**src/rtl/counter_pkg.sv**
```systemverilog
// Shared constants and sizing helper for the counter library.
package counter_pkg;

  localparam int unsigned MODE_WRAP = 0;
  localparam int unsigned MODE_SAT  = 1;

  // Bits needed to hold 0..value-1, never less than one bit.
  function automatic int unsigned clog2(input int unsigned value);
    int unsigned bits;
    bits = 0;
    for (int i = 0; i < 32; i++) begin
      if ((64'd1 << i) < 64'(value)) bits = i + 1;
    end
    return (bits == 0) ? 1 : bits;
  endfunction

endpackage

```
**src/rtl/tick_prescaler.sv**
```systemverilog
// Divides enabled cycles by PRESCALE and emits a single-cycle Tick.
module tick_prescaler
  import counter_pkg::*;
#(
  parameter int unsigned PRESCALE = 1
) (
  input  logic Clock,
  input  logic Reset,
  input  logic Enable,
  input  logic Clear,
  output logic Tick
);

  localparam int unsigned PS_W = clog2(PRESCALE);
  localparam logic [PS_W-1:0] PS_LAST = PS_W'(PRESCALE - 1);

  if (PRESCALE < 1) begin : g_bad_prescale
    $error("tick_prescaler: PRESCALE must be at least 1");
  end

  logic [PS_W-1:0] ps;

  assign Tick = Enable & ~Clear & (ps == PS_LAST);

  // Clear (parallel load) discards any partial prescale count.
  always_ff @(posedge Clock) begin
    if (Reset) begin
      ps <= '0;
    end else if (Clear) begin
      ps <= '0;
    end else if (Enable) begin
      ps <= Tick ? '0 : ps + PS_W'(1);
    end
  end

endmodule

```
**src/rtl/mod_updown_counter.sv**
```systemverilog
// Modulo-N up/down counter with parallel load, prescaled enable and
// wrap or saturate behaviour at the range ends.
module mod_updown_counter
  import counter_pkg::*;
#(
  parameter int unsigned      WIDTH    = 8,
  parameter longint unsigned  MODULUS  = 256,
  parameter int unsigned      PRESCALE = 1,
  parameter int unsigned      MODE     = MODE_WRAP
) (
  input  logic             Clock,
  input  logic             Reset,
  input  logic             Enable,
  input  logic             Up,
  input  logic             Load,
  input  logic [WIDTH-1:0] D,
  output logic [WIDTH-1:0] Q,
  output logic             Carry,
  output logic             AtMax,
  output logic             AtMin
);

  if (WIDTH < 1 || WIDTH > 32) begin : g_bad_width
    $error("mod_updown_counter: WIDTH must be in 1..32");
  end
  if (MODULUS < 2 || MODULUS > (64'd1 << WIDTH)) begin : g_bad_modulus
    $error("mod_updown_counter: MODULUS must be in 2..2^WIDTH");
  end
  if (MODE != MODE_WRAP && MODE != MODE_SAT) begin : g_bad_mode
    $error("mod_updown_counter: MODE must be MODE_WRAP or MODE_SAT");
  end

  localparam logic [WIDTH-1:0] Q_MAX = WIDTH'(MODULUS - 1);

  logic             tick;
  logic [WIDTH-1:0] load_val;
  logic             at_bound;
  logic [WIDTH-1:0] q_next;
  logic             carry_next;

  tick_prescaler #(
    .PRESCALE (PRESCALE)
  ) u_prescaler (
    .Clock  (Clock),
    .Reset  (Reset),
    .Enable (Enable),
    .Clear  (Load),
    .Tick   (tick)
  );

  // Load beats tick; a boundary tick either wraps with Carry or holds.
  always_comb begin
    q_next     = Q;
    carry_next = 1'b0;
    load_val   = (D > Q_MAX) ? Q_MAX : D;
    at_bound   = Up ? (Q == Q_MAX) : (Q == '0);
    if (Load) begin
      q_next = load_val;
    end else if (tick) begin
      if (!at_bound) begin
        q_next = Up ? Q + WIDTH'(1) : Q - WIDTH'(1);
      end else if (MODE == MODE_WRAP) begin
        q_next     = Up ? '0 : Q_MAX;
        carry_next = 1'b1;
      end
    end
  end

  always_ff @(posedge Clock) begin
    if (Reset) begin
      Q     <= '0;
      Carry <= 1'b0;
    end else begin
      Q     <= q_next;
      Carry <= carry_next;
    end
  end

  assign AtMax = (Q == Q_MAX);
  assign AtMin = (Q == '0);

endmodule

```
**config.mk**
```make
export PLATFORM = sky130hd
export DESIGN_NAME = mod_updown_counter
export DESIGN_NICKNAME = d
export VERILOG_FILES = /design/src/rtl/counter_pkg.sv /design/src/rtl/tick_prescaler.sv /design/src/rtl/mod_updown_counter.sv
export SDC_FILE = /design/constraint.sdc
export NUM_CORES = 1
export LEC_CHECK = 0
export ABC_CLOCK_PERIOD_IN_PS = 2570
export CELL_PAD_IN_SITES_DETAIL_PLACEMENT = 1
export CELL_PAD_IN_SITES_GLOBAL_PLACEMENT = 1
export CORE_MARGIN = 1
export CORE_UTILIZATION = 33
export CTS_CLUSTER_DIAMETER = 40
export CTS_CLUSTER_SIZE = 12
export DETAILED_ROUTE_END_ITERATION = 16
export GPL_TIMING_DRIVEN = 0
export MAX_ROUTING_LAYER = met4
export PLACE_DENSITY = 0.77
export SYNTH_ARGS = -nofsm -noshare
export SYNTH_HDL_FRONTEND = slang
export SYNTH_SLANG_ARGS = --single-unit
```
**constraint.sdc**
```tcl
create_clock -name Clock -period 2.57 [get_ports Clock]
set_input_delay 0.257 -clock Clock [delete_from_list [all_inputs] [get_ports Clock]]
set_output_delay 0.257 -clock Clock [all_outputs]
set_load 0.02 [all_outputs]
```
; ---- Word level (Yosys, flattened, before mapping)
; Cells that the tools add are included.
[totals]
reg_bits = 10
in_bits = 13
output_inout_bits = 11
word_cells = 26
[classes]
addsub = 3
magnitude_cmp = 1
eq_ne = 1
n_mux = 9
bitwise = 5
n_reduce_logical = 4
[ops]
columns = operator, count
row1 = two-way mux 8 bit, 6
row2 = "adder 8 x 1 -> 8 bit, second input constant", 1
row3 = "== test 8 bit, second input constant", 1
row4 = "greater-than comparator 8 bit, second input constant", 1
row5 = logical NOT 8 bit, 1
row6 = "subtractor 8 x 1 -> 8 bit, second input constant", 1
row7 = two-way mux 1 bit, 3
row8 = inverter 1 bit, 3
row9 = OR reduction 3 bit, 1
row10 = AND 1 bit, 2
row11 = nonzero test 2 bit, 1
row12 = OR reduction 2 bit, 1
row13 = "adder 1 bit, second input constant", 1

; ---- Longest topological paths before layout
; Gate-level depths: netlist of the first run.
[logic_depth]
depth_word = 5
mapped_depth = 7

; ---- By module
; Synthesis of the first run repeated with hierarchy kept, for this count alone.
[unflattened]
hier_cells = 105
area_unflattened_um2 = 805.8
[by_module_without_submodules]
columns = mod, n_inst, cells_per_inst, area_each_um2, seq_area_each_um2
row1 = mod_updown_counter, 1, 102, 758.2, 180.2
row2 = tick_prescaler, 1, 3, 47.5, 20.0

; ---- Worst setup path before layout of the first run
; OpenSTA, ideal clock, no wires.
[synth_path]
kind = flip-flop to flip-flop
from = reg Q[1]
to = reg Q[7]
setup_ps = 120
arrival_time_ps = 1829
t_required_ps = 2450
slack_ps = 621
path_stages_with_launch = 7
path_buffers = 0
path_cell_list = dfxtp_1 > ha_1 > a211oi_2 > nor3_2 > mux2i_1 > o31a_1 > o31a_1
[synth_via]
elab_chain_cells = 5
[synth_rtl]
columns = item, line_no
row1 = "start, declared", mod_updown_counter.sv:17  ; output logic [WIDTH-1:0] Q,
row2 = "start signal, assigned", mod_updown_counter.sv:74  ; Q <= q_next;
row3 = "subtractor 8 x 1 -> 8 bit, or another cell as far along", mod_updown_counter.sv:61  ; q_next = Up ? Q + WIDTH'(1) : Q - WIDTH'(1);
row4 = two-way mux 8 bit / two-way mux 1 bit (equally long branches), "mod_updown_counter.sv:61, mod_updown_counter.sv:56"
row5 = two-way mux 8 bit (*), mod_updown_counter.sv:60  ; if (!at_bound) begin
row6 = two-way mux 8 bit (*), mod_updown_counter.sv:59  ; end else if (tick) begin
row7 = two-way mux 8 bit (*), mod_updown_counter.sv:57  ; if (Load) begin
; Mark *: on every way between the ends. The rest lies on a longest branch, timed or not. The select of a mux whose other input is x is not followed.
; A chain may end at the register's enable or synchronous reset.

; ---- Worst setup path in the final report of the first run
[layout_path]
from = in Up
to = reg Q[7]
[layout_via]
elab_chain_cells = 4
[layout_rtl]
columns = item, line_no
row1 = "start, declared", mod_updown_counter.sv:14  ; input logic Up,
row2 = "two-way mux 8 bit, or another cell as far along", mod_updown_counter.sv:61
row3 = two-way mux 8 bit (*), mod_updown_counter.sv:60
row4 = two-way mux 8 bit (*), mod_updown_counter.sv:59
row5 = two-way mux 8 bit (*), mod_updown_counter.sv:57
; Marks and branches as above.

==> impl_metrics.env, run 1 <==
export IMPL_max_stage_delay_ns=0.56
export IMPL_syn_inst=104
export IMPL_setup_viol=0
export IMPL_antenna_left=0
export IMPL_hold_path_startpoint="Reset"
export IMPL_synth_xor_area_share_pct=6.39
export IMPL_maxCapViolations=0
export IMPL_hold_viol_final=0
export IMPL_synthAdderAreaFrac_pct=11.6
export IMPL_critPathMaxFanout=8
export IMPL_syn_avg_cell_area_um2=7.90
export IMPL_layout_setup_ws_ns=0.211
export IMPL_startpoint="Up"
export IMPL_vias=867
export IMPL_io_buffers=21
export IMPL_drc=0
export IMPL_clock_sinks=10
export IMPL_yosysTopAreaCellShare_pct=24.4
export IMPL_crit_arrival_ns=2.52
export IMPL_cellPowerDensity_mw_per_mm2=497
export IMPL_ir_drop_uv=306
export IMPL_grt_pass1_wl_um=3960
export IMPL_critical_path_class="in -> reg"
export IMPL_cts_setup_buffers=0
export IMPL_synth_compound_area_share_pct=23.1
export IMPL_grt_max_degree=11
export IMPL_area_growth_pct=32.6
export IMPL_muxShareOfSynthArea_pct=1.22
export IMPL_synthSimpleGateAreaFrac_pct=28.3
export IMPL_antenna_diode_count=0
export IMPL_slowest_stage="clkdlybuf4s50_1"
export IMPL_grt_ovfl_total=0
export IMPL_initial_core_util_pct=36.1
export IMPL_worst_path_buf_inv=2
export IMPL_placementRows=17
export IMPL_synth_top_family_by_area="simple AND/OR/NAND/NOR gates"
export IMPL_use_met3_pct=4.09
export IMPL_required_ns=2.74
export IMPL_clkTransAtPathRegs_ns=0.07
export IMPL_met2_usage_pct=33.8
export IMPL_detail_route_vias_per_cell=5.56
export IMPL_final_common_cell="clkdlybuf4s50_1"
export IMPL_r2r_start="Q[1]"
export IMPL_worst_pin_slew_ns=0.595
export IMPL_start_kind="input port"
export IMPL_cts_tree="built"
export IMPL_drtIter0Drc=1
export IMPL_drive_gt1_share_pct=10.9
export IMPL_synth_cell_type_count=31
export IMPL_rsz0062_at_grt="no"
export IMPL_end_kind="register"
export IMPL_yosysTopAreaCell="dfxtp_1"
export IMPL_p_leak_nw=0.418
export IMPL_utilization_pct=47.9
export IMPL_die_area_mm2=0.00269
export IMPL_grt_use_total_pct=20.7
export IMPL_synthesis_nets=124
export IMPL_num_nets_final=150
export IMPL_gp_congestion=0.824
export IMPL_wl_um=2350
export IMPL_seq_area_frac_synth_pct=24.4
export IMPL_clockBufferDepth=2
export IMPL_die_h_um=51.9
export IMPL_grt_pass1_vias=865
export IMPL_cts_resized_gates=0
export IMPL_synthTopCellsByArea="dfxtp_1 24%, ha_1 9.1%, a21oi_1 8.5%, nor3_2 7.3%, nor2_1 7.3%"
export IMPL_holdWs_ns=0.441
export IMPL_fmax_mhz=424
export IMPL_busiest_layer="met2"
export IMPL_first_pass_iters=4
export IMPL_layout_common_cells="21 x clkdlybuf4s50_1, 16 x nor2_1, 14 x a21oi_1"
export IMPL_slew_viol_final=0
export IMPL_syn_area_um2=822
export IMPL_ios=24
export IMPL_dpl_hpwl_um=1880
export IMPL_crit_chain="clkdlybuf4s50_1 > inv_1 > ha_1 > o21ai_0 > nor3_2 > mux2i_1 > o31a_1 > o31a_1"
export IMPL_cts_made_buffers=3
export IMPL_routedWlPerCell_um=15.1
export IMPL_total_power_mw=0.542
export IMPL_fin_crit_sh_pct=91.8
export IMPL_use_met1_pct=26.1
export IMPL_die_w_um=51.9
export IMPL_synth_warnings=0
export IMPL_clk_latency_ns=0.27
export IMPL_core_mm2=0.00228
export IMPL_crit_family="compound AO/OA/AOI/OAI gates"
export IMPL_fin_skew_ns=0.00135
export IMPL_antenna_found_initial=0
export IMPL_synth_seq_cells=10
export IMPL_root_buffer="clkbuf_4"
export IMPL_fin_tns_setup_ns=0
export IMPL_period_needed_ns=2.36
export IMPL_cts_max_level=1
export IMPL_cpMostUsedCell="o31a_1"
export IMPL_min_path_type="in -> reg"
export IMPL_pre_cts_slack_ns=-0.0541
export IMPL_slew_headroom_pct=60.4
export IMPL_hold_buffers=0
export IMPL_outcome="completed"
==> per-layer routing <==
layer	wire [um]	vias to the layer above
met5	0	-
met4	23	0
met3	83	2
met2	1170	19
met1	1070	417
li1	-	429
==> through the flow <==
stage	std cells	area [um2]
final	156	1090
after detailed placement	153	1070
after global placement	153	1070
after floorplan	104	822
after CTS	156	1090
after global routing	156	1090
==> layout make-up <==
cell class / count / area, um2
repair buffers: 21 / 210
clock buffers: 3 / 22.5
inverters: 6 / 22.5
plain buffers: 4 / 18.8
fillers: 288 / 1190
well taps: 28 / 35.0
flip-flops and latches: 10 / 200
multi-input cells: 84 / 581
==> final timing paths <==
check,end,slack [ns],depth (start not counted)
max,Q[7],0.21,8
min,Q[0],0.44,2
max reg2reg,Q[7],0.59,6
min reg2reg,u_prescaler.ps,0.51,1
==> sequential cells by signal, indices dropped and copies added (netlist names) <==
signal	flops
Carry	1
u_prescaler.ps	1
Q	8
==> synthesized netlist by cell type <==
| cell | number |
|---|---|
| nor4b_1 | 1 |
| or3_1 | 1 |
| dfxtp_1 | 10 |
| nand2_1 | 6 |
| a21o_1 | 1 |
| a21oi_1 | 14 |
| nor3_2 | 6 |
| a211oi_2 | 1 |
| or4_1 | 1 |
| xor2_1 | 2 |
| nand3b_1 | 1 |
| fa_1 | 1 |
| nand2b_1 | 2 |
| mux2i_1 | 1 |
| nand4_1 | 3 |
| o21bai_1 | 1 |
| nor2_1 | 16 |
| a21o_2 | 1 |
| or4_4 | 1 |
| nor2b_1 | 1 |
| clkbuf_1 | 3 |
| a221oi_1 | 3 |
| ha_1 | 6 |
| buf_4 | 1 |
| nor4_1 | 1 |
| nand3_1 | 1 |
| a2111oi_2 | 1 |
| xnor2_1 | 4 |
| o31a_1 | 2 |
| inv_1 | 6 |
| o21ai_0 | 5 |
==> cell families (layout without fill, tap and decap cells) <==
kind of cell | after synthesis | in the layout
xor gates and xnor gates | 6 | 6
and+or+nand+nor | 41 | 41
muxes | 1 | 1
buffers and inverters | 10 | 34
adders and majority gates | 7 | 7
DFF | 10 | 10
AOI/OAI and AO/OA | 29 | 29
==> where the power goes <==
group | total, mW | internal (mW) | switching (mW) | leakage [nW]
registers | 0.195 | 0.170 | 0.0251 | 0.0828
clock network | 0.115 | 0.0543 | 0.0612 | 0.0138
logic | 0.231 | 0.111 | 0.120 | 0.321
No activity file was read; power rests on OpenSTA's default activity.
==> inputs of run 2 (changes only) <==
PLACE_DENSITY = 0.82   (was 0.77)
==> run 2 against run 1 <==
Against the previous run: clock skew is 0.0071 ns higher; critical path type unchanged; clock power increased by 28%; maximum frequency rose by 0.33%; highest routed layer is now met3; non-clock buffer count stayed put.
==> impl_metrics.env, run 2 (synthesis gave the netlist of run 1 again) <==
export IMPL_critical_path_class="in -> reg"
export IMPL_area_growth_pct=34.2
export IMPL_r2r_start="Q[2]"
export IMPL_clkTransAtPathRegs_ns=0.08
export IMPL_power_frac_seq_pct=34.0
export IMPL_cts_tree="built"
export IMPL_reg_top3="Q (8), Carry (1), u_prescaler.ps (1)"
export IMPL_dr_max_layer_used="met3"
export IMPL_clockBufferDepth=2
export IMPL_regMostFlops="Q"
export IMPL_clk_latency_ns=0.27
export IMPL_layout_common_cells="21 x clkdlybuf4s50_1, 16 x nor2_1, 14 x a21oi_1"
export IMPL_critPathMaxFanout=8
export IMPL_wl_met1_um=1070
export IMPL_max_stage_delay_ns=0.56
export IMPL_maxCapViolations=0
export IMPL_cellPowerDensity_mw_per_mm2=521
export IMPL_start_kind="input port"
export IMPL_routedWlPerCell_um=14.6
export IMPL_antenna_left=0
export IMPL_required_ns=2.74
export IMPL_drc=0
export IMPL_slowest_stage="clkdlybuf4s50_1"
export IMPL_fin_crit_sh_pct=91.5
export IMPL_outcome="completed"
export IMPL_power_internal_mw=0.368
export IMPL_ios=24
export IMPL_fillers=288
export IMPL_hold_buffers=0
export IMPL_switchingPower_mw=0.208
export IMPL_antenna_found_initial=0
export IMPL_largest_reg_flops=8
export IMPL_cts_resized_gates=0
export IMPL_holdWs_ns=0.442
export IMPL_utilization_pct=48.5
export IMPL_startpoint="Up"
export IMPL_min_path_type="in -> reg"
export IMPL_grt_pass1_vias=900
export IMPL_grt_use_total_pct=20.1
export IMPL_end_kind="register"
export IMPL_crit_family="compound AO/OA/AOI/OAI gates"
export IMPL_initial_core_util_pct=36.1
export IMPL_comb_power_share_pct=40.5
export IMPL_cpMostUsedCell="o31a_1"
export IMPL_grt_max_degree=11
export IMPL_wl_met2_um=1140
export IMPL_period_needed_ns=2.35
export IMPL_io_buffers=21
export IMPL_fin_skew_ns=0.00842
export IMPL_dpl_hpwl_um=1770
export IMPL_cts_made_buffers=3
export IMPL_crit_chain="clkdlybuf4s50_1 > inv_1 > ha_1 > o21ai_0 > nor3_2 > mux2i_1 > o31a_1 > o31a_1"
export IMPL_grt_ovfl_total=0
export IMPL_worst_path_buf_inv=2
export IMPL_p_sw_share_pct=36.1
export IMPL_drive_gt1_share_pct=11.6
export IMPL_final_common_cell="clkdlybuf4s50_1"
export IMPL_core_mm2=0.00228
export IMPL_detail_route_vias_per_cell=5.49
export IMPL_wl_met3_um=97
export IMPL_vias=862
export IMPL_worst_pin_slew_ns=0.587
export IMPL_die_h_um=51.9
export IMPL_fmax_mhz=425
export IMPL_wl_um=2300
export IMPL_p_leak_nw=0.425
export IMPL_seqCellArea_um2=200
export IMPL_gp_congestion=0.778
export IMPL_clock_sinks=10
export IMPL_cts_setup_buffers=0
export IMPL_crit_arrival_ns=2.52
export IMPL_setup_viol=0
export IMPL_multi_input_comb_area_um2=581
export IMPL_hold_path_startpoint="Reset"
export IMPL_slew_headroom_pct=60.8
export IMPL_die_w_um=51.9
export IMPL_grt_pass1_wl_um=3920
export IMPL_drtIter0Drc=6
export IMPL_first_pass_iters=4
export IMPL_antenna_diode_count=0
export IMPL_ir_drop_uv=336
export IMPL_root_buffer="clkbuf_4"
export IMPL_die_area_mm2=0.00269
export IMPL_num_nets_final=150
export IMPL_hold_viol_final=0
export IMPL_placementRows=17
export IMPL_cts_max_level=1
export IMPL_rsz0062_at_grt="no"
export IMPL_power_clock_fraction_pct=25.6
export IMPL_slew_viol_final=0
[run 2: cell types whose count changed in the layout (fill, tap and decap cells not counted)]
cell,delta
clkbuf_8,+1
[run 2: path summary, 6_finish.rpt]
check | cells after the start | slack, ns | to
max | 8 | 0.22 | Q[7]
min | 2 | 0.44 | Q[0]
max reg2reg | 6 | 0.61 | Q[7]
min reg2reg | 1 | 0.50 | u_prescaler.ps
[run 2: final cells by class]
| type | instances | share of cell area (%) |
|---|---|---|
| Clock buffer | 4 | 3.29 |
| Timing Repair Buffer | 21 | 19.0 |
| Tap cell | 28 | 3.17 |
| Sequential cell | 10 | 18.1 |
| Buffer | 4 | 1.70 |
| Inverter | 6 | 2.04 |
| Multi-Input combinational cell | 84 | 52.6 |
[run 2: through the flow]
stage / setup TNS, ns / cells / worst slack (ns) / cell area (um2) / total power, mW
after CTS: 0 / 157 / 0.215 / 1100 / 0.580
after floorplan: 0 / 104 / 0.621 / 822 / 0.346
after global placement: 0 / 153 / 0.00639 / 1070 / 0.422
final: 0 / 157 / 0.219 / 1100 / 0.575
after global routing: 0 / 157 / 0.0809 / 1100 / 0.613
after detailed placement: -0.0636 / 153 / -0.0636 / 1070 / 0.431
[run 2: metal layers]
metal,vias to the layer above,global-route usage [%]
met5,-,-
met4,0,1.35
met3,0,4.39
met2,21,36.1
met1,414,23.6
li1,427,-
[run 2: power groups by stage]
stage | combinational (mW) | clock (mW) | sequential [mW]
floorplan | 0.137 | 0 | 0.209
global placement | 0.225 | 0 | 0.198
detailed placement | 0.232 | 0 | 0.199
CTS | 0.235 | 0.150 | 0.196
global route | 0.258 | 0.156 | 0.198
finish | 0.233 | 0.147 | 0.196
[run 2: worst register-to-register path, delay by kind of cell (launching register included)]
family	cells	cell delay, ns
flip-flops	1	0.43
multiplexers	1	0.15
adder cells (fa/ha/maj)	1	0.31
AND/OR/NAND/NOR	1	0.10
AO/OA/AOI/OAI	3	0.88
==> inputs of run 3 (changes only) <==
GPL_TIMING_DRIVEN = default   (was 0)
==> run 3 against run 2 <==
Against the previous run: power increased by 0.77%; via count decreased by 2.4%; flip-flop and latch count unchanged; critical path type unchanged; utilization increased by 0.71 points; final area increased by 1.5%; non-clock buffer count unchanged; clock skew decreased by 0.0021 ns; largest power group unchanged.
==> impl_metrics.env, run 3 (synthesis gave the netlist of run 1 again) <==
export IMPL_outcome="completed"
export IMPL_fin_crit_sh_pct=87.2
export IMPL_period_needed_ns=2.24
export IMPL_die_h_um=51.9
export IMPL_wl_met3_um=97
export IMPL_root_buffer="clkbuf_4"
export IMPL_cts_made_buffers=3
export IMPL_grt_pass1_vias=866
export IMPL_required_ns=2.74
export IMPL_clock_sinks=10
export IMPL_regMostFlops="Q"
export IMPL_setup_viol=0
export IMPL_ir_drop_uv=331
export IMPL_reg_top3="Q (8), Carry (1), u_prescaler.ps (1)"
export IMPL_grt_pass1_wl_um=3840
export IMPL_clkTransAtPathRegs_ns=0.08
export IMPL_wl_met2_um=1150
export IMPL_fmax_mhz=446
export IMPL_hold_buffers=0
export IMPL_fin_skew_ns=0.00631
export IMPL_cts_setup_buffers=0
export IMPL_total_power_mw=0.580
export IMPL_wl_um=2310
export IMPL_grt_ovfl_total=0
export IMPL_ios=24
export IMPL_slew_viol_final=0
export IMPL_cts_tree="built"
export IMPL_first_pass_iters=4
export IMPL_fillers=283
export IMPL_routedWlPerCell_um=14.7
export IMPL_min_path_type="reg -> reg"
export IMPL_final_common_cell="clkdlybuf4s50_1"
export IMPL_detail_route_vias_per_cell=5.36
export IMPL_drive_gt1_share_pct=12.4
export IMPL_slew_headroom_pct=68.0
export IMPL_p_leak_nw=0.434
export IMPL_end_kind="register"
export IMPL_rsz0062_at_grt="no"
export IMPL_wl_met1_um=1040
export IMPL_clockBufferDepth=2
export IMPL_fin_area_mm2=0.00112
export IMPL_drc=0
export IMPL_grt_use_total_pct=20.3
export IMPL_crit_arrival_ns=2.41
export IMPL_placementRows=17
export IMPL_start_kind="input port"
export IMPL_cellPowerDensity_mw_per_mm2=518
export IMPL_dr_max_layer_used="met4"
export IMPL_vias=841
export IMPL_maxCapViolations=0
export IMPL_largest_reg_flops=8
export IMPL_initial_core_util_pct=36.1
export IMPL_critical_path_class="in -> reg"
export IMPL_die_area_mm2=0.00269
export IMPL_core_mm2=0.00228
export IMPL_place_area_mm2=0.00108
export IMPL_hold_viol_final=0
export IMPL_antenna_diode_count=0
export IMPL_area_growth_pct=36.2
export IMPL_fin_tns_setup_ns=0
export IMPL_worst_pin_slew_ns=0.478
export IMPL_num_nets_final=150
export IMPL_gp_congestion=0.834
export IMPL_grt_max_degree=19
export IMPL_antenna_left=0
export IMPL_die_w_um=51.9
export IMPL_cts_resized_gates=0
export IMPL_drtIter0Drc=8
export IMPL_io_buffers=23
export IMPL_antenna_found_initial=0
export IMPL_layout_common_cells="23 x clkdlybuf4s50_1, 16 x nor2_1, 14 x a21oi_1"
export IMPL_critPathMaxFanout=8
export IMPL_clk_latency_ns=0.27
export IMPL_cts_max_level=1
export IMPL_dpl_hpwl_um=1780
==> run 3: changes by cell type in the layout (fill, tap and decap cells not counted), sizes merged <==
| cell | previous run | this run |
|---|---|---|
| clkbuf | 7 | 4 |
| buf | 1 | 2 |
| clkdlybuf4s50 | 21 | 23 |
==> run 3: where the power goes <==
group	switching [mW]	total [mW]	internal, mW
Clock	0.0633	0.149	0.0861
Combinational	0.122	0.236	0.114
Sequential	0.0241	0.194	0.170
==> run 3: final cells by class <==
| type | instances | area, um2 | share of cell area (%) |
|---|---|---|---|
| flip-flops and latches | 10 | 200 | 17.9 |
| well taps | 28 | 35.0 | 3.13 |
| multi-input cells | 84 | 581 | 51.8 |
| repair buffers | 25 | 245 | 21.9 |
| inverters | 6 | 22.5 | 2.01 |
| clock buffers | 4 | 36.3 | 3.24 |
==> run 3: routing by layer <==
layer  GRT usage (%)  up-vias
li1                -      424
met1            22.7      390
met2            36.5       24
met3            2.92        3
met4            6.76        0
met5               -        -
==> run 3: worst paths after layout <==
kind	slack [ns]	startpoint	end	depth (start not counted)
worst max-delay path	0.33	Up	Q[7]	8
worst min-delay path	0.51	u_prescaler.ps	u_prescaler.ps	1
worst max register to register	0.61	Q[1]	Q[7]	6
worst min register to register	0.51	u_prescaler.ps	u_prescaler.ps	1
==> run 3: worst max-delay path, cell delays in order <==
cell	delay [ns]
clkdlybuf4s50_1	0.48
inv_1	0.17
ha_1	0.38
o21ai_0	0.30
nor3_2	0.09
mux2i_1	0.14
o31a_1	0.31
o31a_1	0.27
==> run 3: per-stage QoR <==
stage	util, %	cells	hold slack (ns)	worst slack (ns)
2_1_floorplan	-	104	0.334	0.621
3_3_place_gp	47.6	153	0.477	0.177
3_5_place_dp	47.6	153	0.490	0.0405
4_1_cts	49.2	157	0.507	0.329
5_1_grt	49.2	157	0.521	0.164
6_report	49.2	157	0.506	0.328
